**src/rtl/axis_addr_bram_reader.sv**
```systemverilog
// Streams BRAM words for incoming AXI-Stream addresses through a 3-entry skid FIFO.
// Optional AXIS_ADDR_BRAM_READER_TLAST_EN adds cfg_last / m_axis_tlast marking a chosen address.
module axis_addr_bram_reader #(
  parameter int AXIS_TDATA_WIDTH = 32,
  parameter int BRAM_DATA_WIDTH  = 32,
  parameter int BRAM_ADDR_WIDTH  = 10
) (
  input  logic                        aclk,
  input  logic                        areset,
  input  logic [AXIS_TDATA_WIDTH-1:0] s_axis_tdata,
  input  logic                        s_axis_tvalid,
  output logic                        s_axis_tready,
  output logic [BRAM_DATA_WIDTH-1:0]  m_axis_tdata,
  output logic                        m_axis_tvalid,
  input  logic                        m_axis_tready,
`ifdef AXIS_ADDR_BRAM_READER_TLAST_EN
  input  logic [BRAM_ADDR_WIDTH-1:0]  cfg_last,
  output logic                        m_axis_tlast,
`endif
  output logic                        bram_porta_clk,
  output logic                        bram_porta_rst,
  output logic                        bram_porta_en,
  output logic [BRAM_ADDR_WIDTH-1:0]  bram_porta_addr,
  input  logic [BRAM_DATA_WIDTH-1:0]  bram_porta_rddata
);

  localparam int DEPTH = 3;

  logic                       rd_pend_q, rd_pend_d;
  logic [1:0]                 count_q, count_d;
  logic [BRAM_DATA_WIDTH-1:0] data_q [DEPTH];
  logic [BRAM_DATA_WIDTH-1:0] data_d [DEPTH];
  logic [2:0]                 used;
  logic [1:0]                 wrIdx;
  logic                       accept;
  logic                       push;
  logic                       pop;
  logic                       unused_upper;

  assign bram_porta_clk = aclk;
  assign bram_porta_rst = areset;

  // Credit covers both the read in flight and buffered words, so a push never finds the FIFO full
  assign used          = {2'b00, rd_pend_q} + {1'b0, count_q};
  assign s_axis_tready = ~areset & (used < 3'd3);

  assign accept          = s_axis_tvalid & s_axis_tready;
  assign bram_porta_en   = accept;
  assign bram_porta_addr = s_axis_tdata[BRAM_ADDR_WIDTH-1:0];
  assign unused_upper    = ^s_axis_tdata;

  assign push          = rd_pend_q;
  assign m_axis_tvalid = (count_q != 2'd0);
  assign pop           = m_axis_tvalid & m_axis_tready;
  assign m_axis_tdata  = data_q[0];
  assign wrIdx         = count_q - {1'b0, pop};

  // Head lives at entry 0; a pop shifts down, a push lands just behind the last live entry
  always_comb begin
    rd_pend_d = accept;
    count_d   = count_q + {1'b0, push} - {1'b0, pop};
    for (int i = 0; i < DEPTH; i++) begin
      data_d[i] = data_q[i];
    end
    if (pop) begin
      for (int i = 0; i < DEPTH - 1; i++) begin
        data_d[i] = data_q[i+1];
      end
    end
    for (int i = 0; i < DEPTH; i++) begin
      if (push && (wrIdx == 2'(i))) begin
        data_d[i] = bram_porta_rddata;
      end
    end
  end

  always_ff @(posedge aclk) begin
    if (areset) begin
      rd_pend_q <= 1'b0;
      count_q   <= 2'd0;
      for (int i = 0; i < DEPTH; i++) begin
        data_q[i] <= '0;
      end
    end else begin
      rd_pend_q <= rd_pend_d;
      count_q   <= count_d;
      for (int i = 0; i < DEPTH; i++) begin
        data_q[i] <= data_d[i];
      end
    end
  end

`ifdef AXIS_ADDR_BRAM_READER_TLAST_EN
  logic             last_pend_q, last_pend_d;
  logic [DEPTH-1:0] last_q, last_d;

  // The flag is captured at accept time and travels alongside its word
  always_comb begin
    last_pend_d = (bram_porta_addr == cfg_last);
    last_d      = last_q;
    if (pop) begin
      for (int i = 0; i < DEPTH - 1; i++) begin
        last_d[i] = last_q[i+1];
      end
    end
    for (int i = 0; i < DEPTH; i++) begin
      if (push && (wrIdx == 2'(i))) begin
        last_d[i] = last_pend_q;
      end
    end
  end

  always_ff @(posedge aclk) begin
    if (areset) begin
      last_pend_q <= 1'b0;
      last_q      <= '0;
    end else begin
      last_pend_q <= last_pend_d;
      last_q      <= last_d;
    end
  end

  assign m_axis_tlast = last_q[0];
`endif

endmodule

```
**config.mk**
```make
export PLATFORM = sky130hd
export DESIGN_NAME = axis_addr_bram_reader
export DESIGN_NICKNAME = d
export VERILOG_FILES = /design/src/rtl/axis_addr_bram_reader.sv
export SDC_FILE = /design/constraint.sdc
export NUM_CORES = 1
export LEC_CHECK = 0
export ABC_AREA = 1
export CAP_MARGIN = 20
export CORE_ASPECT_RATIO = 1.4
export CORE_MARGIN = 5
export CORE_UTILIZATION = 35
export CTS_BUF_LIST = sky130_fd_sc_hd__clkbuf_8
export DETAILED_ROUTE_END_ITERATION = 7
export SLEW_MARGIN = 10
export SYNTH_ARGS = -nofsm -noshare
export SYNTH_HDL_FRONTEND = slang
export SYNTH_SLANG_ARGS = --single-unit
```
**constraint.sdc**
```tcl
create_clock -name aclk -period 2.2 [get_ports aclk]
set_input_delay 0.44 -clock aclk [delete_from_list [all_inputs] [get_ports aclk]]
set_output_delay 0.44 -clock aclk [all_outputs]
set_load 0.005 [all_outputs]
```
# Word level (Yosys, flattened, before mapping)
# Memory sizes are Yosys's and may differ from the RTL's.
# Cells that the tools add are included.
# W data, S select, Z words.
classes:
  n_addsub: 4
  magnitude_cmp: 1
  n_eq_ne: 2
  n_mux: 10
  n_bitwise: 7
  reduce_logical: 5
op_table:
  columns: ["cell", "n"]
  rows:
  - ["$mux W32", 6]
  - ["$mux W64", 1]
  - ["$sub A2 B1 Y2", 2]
  - ["$add A1 B2 Y3", 1]
  - ["$and A1 B1 Y1", 3]
  - ["$logic_and A1 B1 Y1", 3]
  - ["$lt A3 B2 Y1 const B", 1]
  - ["$mux W1", 3]
  - ["$or A1 B1 Y1", 3]
  - ["$add A2 B1 Y2", 1]
  - ["$eq A2 B1 Y1 const B", 1]
  - ["$eq A2 B2 Y1 const B", 1]
  - ["$logic_not A2 Y1", 1]
  - ["$reduce_bool A2 Y1", 1]
  - ["$not A1 Y1", 1]
word_totals:
  reg_bits: 3
  mem_bits_rw: 96
  inputBits: 68
  output_inout_bits: 47
  wordCells: 32
  memories: 1
memory_table:
  columns: ["memory", "depth", "width", "rd", "rd_clocked_by_memory_dff", "write_ports", "line", "text"]
  rows:
  - ["data_q", 3, 32, 3, 0, 3, "31", "logic [BRAM_DATA_WIDTH-1:0] data_q [DEPTH];"]

# Depth between registers and ports, before layout
depth:
  word_depth: 7
  depth_mapped: 14
  depth_no_buf: 11

==> impl_results.md <==
* Outcome: complete, no violations
* Fin worst setup slack at 0.110 ns
* Setup crit end kind: output pin
* # port buffers at 72
* Placed cell area at 0.00566 sq mm
* Mapped Area at 0.00510 sq mm
* Hold crit path type: in2reg
* Hold Crit Start: areset
* Total power at 7.02 mW
* Antenna cells at 0
* Simple-Gate Fraction of Synth Area at 35.1%
* Reg2Reg Depth at 12
* Arrival @ worst endpoint at 1.65 ns
* Fillers at 1541
* Reg clk slew, reported paths at 0.10 ns
* Fin crit period at 2.09 ns
* Reg2reg start: count_q[0]$_SDFF_PP0_
* Count leader, synth: nand2_1
* Synth area leader: dfxtp_1
* Worst slew margin at 50.5%
* Main combinational cell family by area after synthesis: simple AND/OR/NAND/NOR gates
* Hold buffer count at cts at 0
* TritonRoute pass-1 iters at 4
* Max Slew Vio Count at 0
* Initial core utilization at 35.5%
* Share of synthesized registers carrying an async set or reset at 0%
* Worst Skew at 0.0169 ns
* DIE AREA at 0.0171 sq mm
* Width of the chip at 112 microns
* Largest net degree at the start of global routing at 99
* Area delta synth->final at 17.1%
* Compound-cell area share of the yosys netlist at 9.41%
* Final net count at 830
* Hold Slack at 0.319 ns
* Clk_lat worst skew at 0.48 ns
* Share of the synthesized area in the top cell type at 38.8%
* Final number of setup-violating endpoints at 0
* First-pass GRT wire length at 22.5 mm
* Ys flop type: dfxtp_1
* Hpwl dp at 7.68 mm
* R2R Path End: data_q[0][46]$_SDFFE_PP0P_
* Antenna Nets Post-Route at 0
* Grt total ovfl at 0
* Cell Rows at 52
* Crit Path Max Fanout at 3
* Die height at 153 microns
* Final worst path period share at 95.0%
* Fraction of layout cells with a size suffix above 1 at 7.87%
* Fmax achieved at 478 MHz
* Post-synthesis mux area share at 0%
* Commonest cells in the netlist: nand2_1 (203), nand3_1 (192), dfxtp_1 (99)
* Worst vdd ir at 0.000565 V
* Num ports at 115
* Max_cap viols at 0
* # placed instances at 929
* Netlist cell types at 16
* Final hold violation count at 0
* Worst Max-Slew Pin Slew at 0.743 ns
* Post-synthesis adder-cell area fraction at 1.23%
* Worst Hold End: push$_SDFF_PP0_
* Dominant cells by area after synthesis: dfxtp_1 (39%), nand3_1 (19%), nand2_1 (15%), a21oi_1 (9.4%), buf_4 (7.1%)
* Synth Area in XOR/XNOR at 0.172%
* Routed via count at 4703
* Cell Count, Final, Fillers Out at 951
* Detailed Route WL at 13.5 mm
* WS Path Type: reg2out
* Vias/cell at 4.95
* Setup TNS at 0 ns
* WL per Instance at 14.2 microns
* GP Congestion at 0.767
* Post-Syn Instances at 755
* Core Area at 0.0144 sq mm
* Number of flops mapped to enable cells by yosys at 0
* Req. time, crit path at 1.76 ns
* Post-Route Utilization at 41.6%
* Mean area per synthesized cell at 6.76 sq um
* Initial antenna violation count at 0
* Final Instance Area at 0.00598 sq mm
* PwrDens at 1170 mW/mm^2
* Tot GR Track Use at 15.9%
* Worst hold path stage count at 4
* Leak at 2.44 nW
* Post-synthesis register bit count at 99
* Number of global-route vias before repair at 4467
* Reg-to-reg setup timing slack at 0.26 ns
* Starting DRC count in detailed routing at 239
* CTS tree: yes
* # DRC at 0
* Syn Nets at 828
* Yosys Warn Count at 0
* Sequential area share after synthesis at 38.8%
* Post-place setup slack at 0.175 ns
* Category of the worst setup path launch point: flip-flop
* RSZ-0062 raised after global routing: no
registers in the layout (all words and copies together) (netlist names):
register,count
count_q,2
data_q,96
push,1
layout make-up:
type | count | area (sq um) | area share [%]
Timing Repair Buffer | 93 | 978 | 16.4
Clock buffer | 13 | 174 | 2.91
Tap cell | 189 | 236 | 3.96
Sequential cell | 99 | 1990 | 33.2
Inverter | 43 | 161 | 2.70
Clock inverter | 7 | 75.1 | 1.26
Multi-Input combinational cell | 507 | 2360 | 39.6
worst max-delay path by stage:
| stage | start | to | slack [ns] | cells past startpoint |
|---|---|---|---|---|
| final | count_q[0]$_SDFF_PP0_ | m_axis_tvalid | 0.11 | 5 |
| after CTS | count_q[0]$_SDFF_PP0_ | bram_porta_en | 0.005 | 6 |
| after floorplan | count_q[1]$_SDFF_PP0_ | data_q[0][1]$_SDFFE_PP0P_ | 0.13 | 13 |
| after detailed placement | m_axis_tready | data_q[0][46]$_SDFFE_PP0P_ | 0.18 | 10 |
| after global placement | m_axis_tready | data_q[0][43]$_SDFFE_PP0P_ | 0.18 | 10 |
| after global routing | count_q[0]$_SDFF_PP0_ | m_axis_tvalid | 0.04 | 5 |
logic make-up after synthesis:
kind of cell / count (synthesis)
simple gates: 405
flops: 99
buf+inv: 149
xor+xnor: 1
compound gates: 96
fa+ha+maj: 5
report_power, final:
part,leakage (nW),internal (mW),switching [mW]
Clock,0.124,0.667,0.721
Sequential,0.806,2.18,0.188
Combinational,1.51,1.33,1.93
per-layer routing:
layer  vias to the layer above  routed length (microns)  GRT usage, %
li1                       2428                        -             -
met1                      2159                     6070          20.2
met2                        99                     6660          26.6
met3                        17                      544          3.32
met4                         0                      252          5.78
met5                         -                        0             0
placed cells by master, fill, tap and decap left out, drive strengths merged:
| cell | n |
|---|---|
| ha | 5 |
| buf | 23 |
| nor2 | 6 |
| bufinv | 1 |
| nor3b | 1 |
| inv | 45 |
| clkinv | 2 |
| a21oi | 96 |
| clkinvlp | 2 |
| dfxtp | 99 |
| dlygate4sd2 | 1 |
| xnor2 | 1 |
| clkbuf | 14 |
| bufbuf | 1 |
| clkdlybuf4s50 | 67 |
| nand2 | 203 |
| nand3 | 195 |
what timing repair did:
action                                  4_1_cts  5_1_grt
cloned                                        1        0
pin swaps                                     0        2
resized for setup                            11        8
endpoints found under the setup margin        4       39
buffers inserted                              2        0
critical path: stages (launching register included):
cell and delay (ns):
dfxtp_2 0.34, buf_4 0.11, inv_2 0.04, nand2_4 0.08, buf_12 0.11, clkdlybuf4s50_1 0.49
(Power assumes the default switching activity.)
